**config.mk**
```make
export PLATFORM = sky130hd
export DESIGN_NAME = lcd_char_writer_flat
export DESIGN_NICKNAME = d
export VERILOG_FILES = /design/src/rtl/lcd_pkg.sv /design/src/rtl/lcd_char_writer_if.sv /design/src/rtl/lcd_byte_tx.sv /design/src/rtl/lcd_char_writer.sv /design/src/flat_wrapper.sv
export SDC_FILE = /design/constraint.sdc
export NUM_CORES = 1
export LEC_CHECK = 0
export CORE_ASPECT_RATIO = 0.6
export CORE_MARGIN = 8
export CORE_UTILIZATION = 40
export CTS_CLUSTER_DIAMETER = 40
export CTS_CLUSTER_SIZE = 28
export DETAILED_ROUTE_END_ITERATION = 6
export GPL_TIMING_DRIVEN = 1
export PLACE_DENSITY = 0.63
export SLEW_MARGIN = 10
export SYNTH_ARGS = -nofsm -noshare
export SYNTH_HDL_FRONTEND = slang
export SYNTH_SLANG_ARGS = --single-unit
```
**constraint.sdc**
```tcl
create_clock -name clk -period 2.3 [get_ports clk]
set_input_delay 0.46 -clock clk [delete_from_list [all_inputs] [get_ports clk]]
set_output_delay 0.46 -clock clk [all_outputs]
set_load 0.01 [all_outputs]
```
**src/rtl/lcd_pkg.sv**
```systemverilog
// rtl/lcd_pkg.sv - FSM states, HD44780 command codes and init sequence lookup
package lcd_pkg;

  typedef enum logic [2:0] {
    ST_PWRUP,
    ST_INIT,
    ST_IDLE,
    ST_CLEAR,
    ST_ADDR,
    ST_DATA,
    ST_SKIP
  } lcd_state_t;

  localparam logic [7:0] LCD_FUNC_SET  = 8'h38;
  localparam logic [7:0] LCD_DISP_ON   = 8'h0C;
  localparam logic [7:0] LCD_CLEAR     = 8'h01;
  localparam logic [7:0] LCD_ENTRY     = 8'h06;
  localparam logic [7:0] LCD_SET_DDRAM = 8'h80;

  function automatic logic [7:0] init_cmd(input logic [1:0] idx);
    case (idx)
      2'd0:    return LCD_FUNC_SET;
      2'd1:    return LCD_DISP_ON;
      2'd2:    return LCD_CLEAR;
      default: return LCD_ENTRY;
    endcase
  endfunction

  // Row 1 starts at DDRAM address 0x40 on a 16x2 panel.
  function automatic logic [7:0] addr_cmd(input logic [4:0] pos);
    return LCD_SET_DDRAM | {1'b0, pos[4], 2'b00, pos[3:0]};
  endfunction

endpackage

```
**src/rtl/lcd_char_writer_if.sv**
```systemverilog
// rtl/lcd_char_writer_if.sv - character write / clear request handshake
interface lcd_char_writer_if;
  logic       wr_valid;
  logic       wr_ready;
  logic       wr_row;
  logic [3:0] wr_col;
  logic [7:0] wr_char;
  logic       clr_req;

  modport master (output wr_valid, wr_row, wr_col, wr_char, clr_req, input wr_ready);
  modport slave  (input wr_valid, wr_row, wr_col, wr_char, clr_req, output wr_ready);
endinterface

```
**src/rtl/lcd_byte_tx.sv**
```systemverilog
// rtl/lcd_byte_tx.sv - one LCD bus byte: setup, EN pulse, then command wait
module lcd_byte_tx
  import lcd_pkg::*;
#(
  parameter int SETUP_CYC      = 2,
  parameter int EN_CYC         = 12,
  parameter int CMD_WAIT_CYC   = 2000,
  parameter int CLEAR_WAIT_CYC = 82000
) (
  input  logic       clk,
  input  logic       reset_n,
  input  logic       start,
  input  logic [7:0] tx_byte,
  input  logic       tx_rs,
  output logic       done,
  output logic       lcd_rs,
  output logic       lcd_en,
  output logic [7:0] lcd_data
);
  localparam int CNT_W = $clog2(SETUP_CYC + EN_CYC + CLEAR_WAIT_CYC + 1);

  logic             busy;
  logic             long_wait;
  logic [CNT_W-1:0] cnt;
  logic [CNT_W-1:0] cnt_nxt;
  logic [CNT_W-1:0] last;

  assign cnt_nxt = cnt + 1'b1;
  assign last    = long_wait ? CNT_W'(SETUP_CYC + EN_CYC + CLEAR_WAIT_CYC - 1)
                             : CNT_W'(SETUP_CYC + EN_CYC + CMD_WAIT_CYC - 1);
  // done marks the last wait cycle so the next byte can start right after it.
  assign done    = busy && (cnt == last);

  always_ff @(posedge clk or negedge reset_n) begin
    if (!reset_n) begin
      busy      <= 1'b0;
      long_wait <= 1'b0;
      cnt       <= '0;
      lcd_rs    <= 1'b0;
      lcd_en    <= 1'b0;
      lcd_data  <= 8'h00;
    end else if (start) begin
      busy      <= 1'b1;
      long_wait <= !tx_rs && (tx_byte == LCD_CLEAR);
      cnt       <= '0;
      lcd_rs    <= tx_rs;
      lcd_data  <= tx_byte;
      lcd_en    <= (SETUP_CYC == 0);
    end else if (busy) begin
      cnt    <= cnt_nxt;
      lcd_en <= (cnt_nxt >= CNT_W'(SETUP_CYC)) && (cnt_nxt < CNT_W'(SETUP_CYC + EN_CYC));
      if (done) begin
        busy   <= 1'b0;
        lcd_en <= 1'b0;
      end
    end
  end
endmodule

```
**src/rtl/lcd_char_writer.sv**
```systemverilog
// rtl/lcd_char_writer.sv - HD44780 16x2 positioned character writer with cursor tracking
// LCD_SHADOW_EN adds a 32-entry display shadow that suppresses writes of unchanged characters.
module lcd_char_writer
  import lcd_pkg::*;
#(
  parameter int POWERUP_CYC    = 750000,
  parameter int SETUP_CYC      = 2,
  parameter int EN_CYC         = 12,
  parameter int CMD_WAIT_CYC   = 2000,
  parameter int CLEAR_WAIT_CYC = 82000
) (
  input  logic               clk,
  input  logic               reset_n,
  lcd_char_writer_if.slave   wr,
  output logic               LCD_RS,
  output logic               LCD_RW,
  output logic               LCD_EN,
  output logic               LCD_ON,
  output logic               LCD_BLON,
  output logic [7:0]         LCD_DATA
);
  localparam int PWR_MAX = (POWERUP_CYC > CLEAR_WAIT_CYC) ? POWERUP_CYC : CLEAR_WAIT_CYC;
  localparam int PWR_W   = $clog2(PWR_MAX + 1);

  lcd_state_t       state, state_next;
  logic [PWR_W-1:0] pwr_cnt;
  logic [1:0]       init_idx;
  logic [4:0]       pos_q;
  logic [7:0]       char_q;
  logic             cur_valid;
  logic [4:0]       cur_pos;
  logic [4:0]       target;
  logic             tx_start, tx_rs, tx_done, accept, shadow_hit;
  logic [7:0]       tx_byte;

  assign target      = {wr.wr_row, wr.wr_col};
  assign wr.wr_ready = (state == ST_IDLE);
  assign LCD_RW      = 1'b0;
  assign LCD_ON      = 1'b1;
  assign LCD_BLON    = 1'b1;

  always_comb begin
    state_next = state;
    tx_start   = 1'b0;
    tx_byte    = 8'h00;
    tx_rs      = 1'b0;
    accept     = 1'b0;
    case (state)
      ST_PWRUP: if (pwr_cnt == PWR_W'(POWERUP_CYC)) begin
        state_next = ST_INIT;
        tx_start   = 1'b1;
        tx_byte    = init_cmd(2'd0);
      end
      ST_INIT: if (tx_done) begin
        if (init_idx == 2'd3) begin
          state_next = ST_IDLE;
        end else begin
          tx_start = 1'b1;
          tx_byte  = init_cmd(init_idx + 2'd1);
        end
      end
      ST_IDLE: if (wr.clr_req) begin
        state_next = ST_CLEAR;
        tx_start   = 1'b1;
        tx_byte    = LCD_CLEAR;
      end else if (wr.wr_valid) begin
        accept = 1'b1;
        if (shadow_hit) begin
          state_next = ST_SKIP;
        end else if (cur_valid && (cur_pos == target)) begin
          state_next = ST_DATA;
          tx_start   = 1'b1;
          tx_byte    = wr.wr_char;
          tx_rs      = 1'b1;
        end else begin
          state_next = ST_ADDR;
          tx_start   = 1'b1;
          tx_byte    = addr_cmd(target);
        end
      end
      ST_ADDR: if (tx_done) begin
        state_next = ST_DATA;
        tx_start   = 1'b1;
        tx_byte    = char_q;
        tx_rs      = 1'b1;
      end
      ST_CLEAR, ST_DATA: if (tx_done) state_next = ST_IDLE;
      ST_SKIP:  state_next = ST_IDLE;
      default:  state_next = ST_PWRUP;
    endcase
  end

  always_ff @(posedge clk or negedge reset_n) begin
    if (!reset_n) begin
      state     <= ST_PWRUP;
      pwr_cnt   <= '0;
      init_idx  <= 2'd0;
      pos_q     <= '0;
      char_q    <= 8'h00;
      cur_valid <= 1'b0;
      cur_pos   <= '0;
    end else begin
      state <= state_next;
      if (state == ST_PWRUP && state_next == ST_PWRUP) pwr_cnt <= pwr_cnt + 1'b1;
      if (state == ST_INIT && tx_start) init_idx <= init_idx + 2'd1;
      if (accept) begin
        pos_q  <= target;
        char_q <= wr.wr_char;
      end
      if (state == ST_ADDR && tx_done) begin
        cur_valid <= 1'b1;
        cur_pos   <= pos_q;
      end
      // The panel auto-increments; past column 15 it leaves the visible row.
      if (state == ST_DATA && tx_done) begin
        cur_pos[3:0] <= cur_pos[3:0] + 4'd1;
        if (cur_pos[3:0] == 4'hF) cur_valid <= 1'b0;
      end
      if (state == ST_CLEAR && tx_done) cur_valid <= 1'b0;
    end
  end

`ifdef LCD_SHADOW_EN
  logic [7:0] shadow [32];
  logic       shadow_fill;

  assign shadow_fill = (state == ST_PWRUP && state_next == ST_INIT) ||
                       (state == ST_IDLE && state_next == ST_CLEAR);
  assign shadow_hit  = (shadow[target] == wr.wr_char);

  always_ff @(posedge clk or negedge reset_n) begin
    if (!reset_n) begin
      for (int i = 0; i < 32; i++) shadow[i] <= 8'h20;
    end else if (shadow_fill) begin
      for (int i = 0; i < 32; i++) shadow[i] <= 8'h20;
    end else if (state == ST_DATA && tx_done) begin
      shadow[pos_q] <= char_q;
    end
  end
`else
  assign shadow_hit = 1'b0;
`endif

  lcd_byte_tx #(
    .SETUP_CYC      (SETUP_CYC),
    .EN_CYC         (EN_CYC),
    .CMD_WAIT_CYC   (CMD_WAIT_CYC),
    .CLEAR_WAIT_CYC (CLEAR_WAIT_CYC)
  ) u_byte_tx (
    .clk      (clk),
    .reset_n  (reset_n),
    .start    (tx_start),
    .tx_byte  (tx_byte),
    .tx_rs    (tx_rs),
    .done     (tx_done),
    .lcd_rs   (LCD_RS),
    .lcd_en   (LCD_EN),
    .lcd_data (LCD_DATA)
  );
endmodule

```
**src/flat_wrapper.sv**
```systemverilog
// flat-port wrapper written by rule: the top's interface ports become plain ports
module lcd_char_writer_flat import lcd_pkg::*;
#(
  parameter int POWERUP_CYC    = 750000,
  parameter int SETUP_CYC      = 2,
  parameter int EN_CYC         = 12,
  parameter int CMD_WAIT_CYC   = 2000,
  parameter int CLEAR_WAIT_CYC = 82000
)
  (clk, reset_n, LCD_RS, LCD_RW, LCD_EN, LCD_ON, LCD_BLON, LCD_DATA, wr_wr_valid, wr_wr_row, wr_wr_col, wr_wr_char, wr_clr_req, wr_wr_ready);
  lcd_char_writer_if wr_i ();
  input  logic clk;
  input  logic reset_n;
  output logic LCD_RS;
  output logic LCD_RW;
  output logic LCD_EN;
  output logic LCD_ON;
  output logic LCD_BLON;
  output logic [7:0] LCD_DATA;
  input wire logic [$bits(wr_i.wr_valid)-1:0] wr_wr_valid;
  input wire logic [$bits(wr_i.wr_row)-1:0] wr_wr_row;
  input wire logic [$bits(wr_i.wr_col)-1:0] wr_wr_col;
  input wire logic [$bits(wr_i.wr_char)-1:0] wr_wr_char;
  input wire logic [$bits(wr_i.clr_req)-1:0] wr_clr_req;
  output wire logic [$bits(wr_i.wr_ready)-1:0] wr_wr_ready;
  assign wr_i.wr_valid = wr_wr_valid;
  assign wr_i.wr_row = wr_wr_row;
  assign wr_i.wr_col = wr_wr_col;
  assign wr_i.wr_char = wr_wr_char;
  assign wr_i.clr_req = wr_clr_req;
  assign wr_wr_ready = wr_i.wr_ready;
  lcd_char_writer #(.POWERUP_CYC(POWERUP_CYC), .SETUP_CYC(SETUP_CYC), .EN_CYC(EN_CYC), .CMD_WAIT_CYC(CMD_WAIT_CYC), .CLEAR_WAIT_CYC(CLEAR_WAIT_CYC)) u_core (.clk(clk), .reset_n(reset_n), .wr(wr_i), .LCD_RS(LCD_RS), .LCD_RW(LCD_RW), .LCD_EN(LCD_EN), .LCD_ON(LCD_ON), .LCD_BLON(LCD_BLON), .LCD_DATA(LCD_DATA));
endmodule
```
Yosys cells after proc, flatten, opt, wreduce, memory -nomap -nowiden:

Cells that the tools add are included.

* $add $sub $neg: 4
* magnitude comparators: 2
* equal/unequal tests: 14
* multiplexer cells: 46
* reduce and logical (&&, ||, !) cells: 16

Operators with widths (count)
* $mux W17: 3
* $mux W8: 6
* $pmux W8 S4: 1
* $mux W1: 22
* $mux W3: 7
* $add A20 B1 Y20 const B: 1
* $eq A20 B20 Y1 const B: 1
* $pmux W3 S6: 1
* $pmux W6 S3: 1
* $add A17 B1 Y17 const B: 1
* $eq A17 B17 Y1: 1
* $ge A17 B2 Y1 const B: 1
* $lt A17 B4 Y1 const B: 1
* $eq A3 B3 Y1 const B: 3
* $logic_and A1 B1 Y1: 9
* $eq A8 B1 Y1 const B: 1
* $mux W4: 2
* $eq A3 B2 Y1 const B: 2
* $logic_not A3 Y1: 2
* $mux W6: 1
* $eq A5 B5 Y1: 1
* $add A4 B1 Y4 const B: 1
* $eq A2 B2 Y1 const B: 2
* $eq A4 B4 Y1 const B: 1
* 9 further kinds: 10

* bits in registers: 73
* input bits: 17
* output and inout bits: 14
* logic and storage cells: 96

Logic depth before layout (Yosys ltp):

* depth after elaboration: 8
* depth in mapped cells: 11

Hierarchy:

A second synthesis with hierarchy kept.

* cell total of the unflattened synthesis: 463
* area total of the unflattened synthesis: 4205.3 um^2

Modules (own cells, without submodules)
* lcd_char_writer: instances 1, cells each 270, area an instance 2448.6 um^2, seq. area each 1101.1 um^2
* lcd_byte_tx: instances 1, cells each 193, area an instance 1756.7 um^2, seq. area each 725.7 um^2

Least setup slack after synthesis:

OpenSTA, ideal clock, no wires.

* path kind: reg2reg
* start point: reg u_core.u_byte_tx.cnt[14]
* end point: reg u_core.u_byte_tx.long_wait
* library setup time: 92 ps
* arrival time: 2363 ps
* required time: 2208 ps
* slack: -155 ps
* cell stages (with the launch flop): 10
* period minus slack after synthesis: 2455 ps
* cell sequence: dfrtp_1 or2_1 or4_4 a2111oi_4 and2b_1 buf_6 a211o_2 buf_6 nand3_2 o31ai_2

* cells in the longest elaborated chain, start to end: 6

Ends and longest elaborated chain
* start: declaration: line lcd_byte_tx.sv:24 `logic [CNT_W-1:0] cnt;`
* start signal: assignment: line lcd_byte_tx.sv:50 `cnt <= cnt_nxt;`
* $eq A17 B17 Y1 *: line lcd_byte_tx.sv:32 `assign done = busy && (cnt == last);`
* $logic_and A1 B1 Y1 *: line lcd_byte_tx.sv:32
* $mux W8, or another cell as far along: line lcd_char_writer.sv:81 `ST_ADDR: if (tx_done) begin`
* $pmux W8 S4 / $pmux W1 S2 (equally long branches): line lcd_char_writer.sv:48 `case (state)`
* $eq A8 B1 Y1 / $logic_not A1 Y1 (equally long branches): line lcd_byte_tx.sv:44 `long_wait <= !tx_rs && (tx_byte == LCD_CLEAR);`
* $logic_and A1 B1 Y1: line lcd_byte_tx.sv:44
* end signal: assignment: line lcd_byte_tx.sv:44
* end: declaration: line lcd_byte_tx.sv:23 `logic long_wait;`

Mark *: on every way between the ends. The rest lies on a longest branch, timed or not.
A chain may end at the register's enable or synchronous reset.

Final worst setup path:

* start point: reg u_core.u_byte_tx.cnt[16]
* end point: reg u_core.u_byte_tx.lcd_data[1]

* cells in the longest elaborated chain, start to end: 4

Ends and longest elaborated chain
* $eq A17 B17 Y1 *: line lcd_byte_tx.sv:32
* $logic_and A1 B1 Y1 *: line lcd_byte_tx.sv:32
* $mux W8, or another cell as far along: line lcd_char_writer.sv:81
* $pmux W8 S4 / $pmux W1 S4 (equally long branches): line lcd_char_writer.sv:48
* end signal: assignment: line lcd_byte_tx.sv:47 `lcd_data <= tx_byte;`
* end: declaration: line lcd_byte_tx.sv:18 `output logic [7:0] lcd_data`

Marked as above.

==> flow_summary.ini <==
[layout]
nNetsFinal = 577
multi_input_area_um2 = 2290
drive_gt1_share_pct = 28.9
final_common_cell = buf_4
nFillCells = 835
mostFrequentLayoutCells = 77 x buf_4, 71 x dfrtp_1, 69 x nand2_1
regArea_um2 = 1830
area_growth_pct = 38.7
final_area_um2 = 5680
diodes = 0

[floorplanning]
core_um2 = 9910
rows = 28
start_util_pct = 41.3
die-height_um = 94.4
boundaryPins = 31
die_w_um = 147
die_area_um2 = 13800

[sta]
hold_viol = 0
grt_setup_unrepaired = yes
worstMarginPinSlew_ns = 0.606
fmax_mhz = 395
max_slew_margin_pct = 59.5
post-route-period-util_pct = 110
post-route-min-period_ns = 2.53
slew_viol_final = 0
setup_viol = 33
fin_ws_ns = -0.233
skew_ns = 0.00950

[power]
switching_share_pct = 30.0
p_switching_mw = 1.29
p_clk_share_pct = 34.5
p_seq_share_pct = 36.7
combPwrFrac_pct = 28.7
power_density_nw_per_um2 = 756
intPower_mw = 3.01
ir_drop_uv = 461
power.leakage_nw = 2.57

[route]
wl_um = 11200
routed_via_density = 5.26
wire_per_inst_um = 16.2
vias = 3625
drt-initial-drc-count = 277
ant_nets = 0
drc_errors = 0
dr.pass1.iters = 4

[clock_network]
cts_buffers = 9
clk_pin_slew_worst_paths_ns = 0.06
cts_tree = yes
clock-sinks = 73
clockRootBuffer = clkbuf_16
cts_max_path_buffers = 2
htreeDepth = 3
clock_latency_ns = 0.33

[placement]
dp_hpwl_um = 8060
place_congestion = 0.875
place_area_um2 = 5070
preCtsSetupSlack_ns = -0.457
portBuffers = 27

[run_status]
status = finished, violations left
failed_checks = negative setup slack

[yosys]
seq_area_frac_synth_pct = 44.6
synth-simple-area-share_pct = 24.8
synth_cell_types = 66
synth_compound_area_share_pct = 10.7
synth_top_family_by_area = simple AND/OR/NAND/NOR gates
syn_area_um2 = 4090
synth.area.mux_share_pct = 2.32
synth_ff_type = dfrtp_1
synth_edf_count = 0
ys_top_cells_by_area = dfrtp_1 45%, nand2_1 6.6%, xnor2_1 4.9%
async_flop_share_pct = 100
postSynthCellCount = 445
synth_top_area_share_pct = 44.6
syn_area_per_cell_um2 = 9.20
ys.warnings.count = 0
synthAdderAreaFrac_pct = 3.30
yosys.area.top_type = dfrtp_1
synth_xor_area_share_pct = 9.63
ys_seq_elements = 73

[setup_path]
cp_cell_sequence = or2_4, or4_4, a2111oi_4, and2b_2, buf_6, a211o_4, buf_6, nor2_2, a31oi_1
crit_path_start_kind = flip-flop
cpMostUsedCell = buf_6
r2r_setup_slack_ns = -0.23
critPathTopFamily = simple AND/OR/NAND/NOR gates
worst_ep_arrival_time_ns = 2.79
worstSetupEndpointType = flip-flop
cpPeakStageDelay_ns = 0.46
path_max_fanout = 5
crit_type = flip-flop to flip-flop
worstPathRequired_ns = 2.55
critPathBufInv = 2
cp_slowest_cell = or4_4

[grt]
grt_pass1_vias = 3707
grt_max_degree = 43
antenna_found_initial = 0
grt_overflow = 0
grt_pass1_wl_um = 18800
grt_usage_pct = 16.9

[flow_run]
cap_violations = 0

[min_path]
hold_path.class = input pin to asynchronous set/reset pin
[registers in the layout (all words and copies together) (netlist names)]
name,count
u_core.u_byte_tx.long_wait,1
u_core.u_byte_tx.lcd_en,1
u_core.state,3
u_core.u_byte_tx.lcd_rs,1
u_core.char_q,8
u_core.init_idx,2
u_core.u_byte_tx.lcd_data,8
u_core.pos_q,5
u_core.cur_pos,5
u_core.cur_valid,1
u_core.pwr_cnt,20
u_core.u_byte_tx.cnt,17
u_core.u_byte_tx.busy,1
[worst reg2reg max path: stages, from the launching register on]
cell and delay (ns):
dfrtp_1 0.38, or2_4 0.27, or4_4 0.46, a2111oi_4 0.44
and2b_2 0.27, buf_6 0.12, a211o_4 0.19, buf_6 0.14
nor2_2 0.03, a31oi_1 0.14
[stage by stage]
step / setup TNS (ns) / util (%) / power, mW / std cells / hold slack [ns]
after detailed placement: -6.43 / 51.2 / 2.75 / 670 / 0.454
after CTS: -4.09 / 56.2 / 4.27 / 689 / 0.133
after global routing: -7.66 / 57.3 / 4.53 / 689 / 0.145
after floorplan: -0.0118 / - / 2.23 / 446 / 0.164
final: -4.74 / 57.3 / 4.29 / 689 / 0.118
after global placement: -5.35 / 51.2 / 2.70 / 670 / 0.455
[what timing repair did]
action,4_1_cts,5_1_grt
hold buffers,0,0
gates cloned,1,0
gates resized for setup,36,35
buffers inserted,3,5
setup endpoints to repair,37,44
pin swaps,8,13
[cells in the mapped netlist, drive strengths merged (3+ instances only)]
master	count
a21oi	14
a221o	3
and2	4
and3	9
buf	11
clkbuf	12
dfrtp	73
ha	10
inv	16
mux2	4
mux2i	5
nand2	72
nand3	18
nand4	16
nor2	45
nor3	8
nor4	5
nor4b	3
o21ai	12
o31ai	4
or2	3
or3	5
or4	4
xnor2	23
xor2	22
[path summary, 6_finish.rpt]
check | endpoint | cells after the start | from
min in group clk | u_core.pwr_cnt[8] | 1 | u_core.pwr_cnt[8]
max in group asynchronous | u_core.u_byte_tx.lcd_data[4] | 2 | reset_n
hold reg to reg | u_core.pwr_cnt[8] | 1 | u_core.pwr_cnt[8]
hold / removal | u_core.pwr_cnt[19] | 1 | reset_n
setup reg to reg | u_core.u_byte_tx.lcd_data[1] | 9 | u_core.u_byte_tx.cnt[16]
setup / recovery | u_core.u_byte_tx.lcd_data[1] | 9 | u_core.u_byte_tx.cnt[16]
[logic make-up after synthesis]
group,Yosys count
flip-flops,73
AO/OA/AOI/OAI,60
XOR/XNOR,45
multiplexers,9
adder cells (fa/ha/maj),11
other,2
buffers and inverters,39
AND/OR/NAND/NOR,206
[power groups by stage]
stage	combinational, mW	sequential (mW)	clock, mW
after floorplan	0.626	1.60	0
after global placement	1.11	1.58	0
after detailed placement	1.16	1.59	0
after CTS	1.19	1.57	1.51
after global routing	1.36	1.60	1.58
final	1.23	1.58	1.48
[per-layer routing]
metal  part of all wire, %  vias up  global-route usage [%]
li1                      -     1754                       -
met4                  0.82        0                    4.43
met5                     0        -                       0
met2                    41       91                    24.7
met3                   5.5        9                    5.16
met1                    52     1771                    23.9
[layout make-up]
cell class / count / area share, %
Multi-Input combinational cell: 334 / 40.3
Sequential cell: 73 / 32.2
Clock inverter: 5 / 1.43
Tap cell: 135 / 2.97
Timing Repair Buffer: 116 / 18.0
Inverter: 16 / 1.06
Clock buffer: 10 / 4.03
No activity file was read; power rests on OpenSTA's default activity.
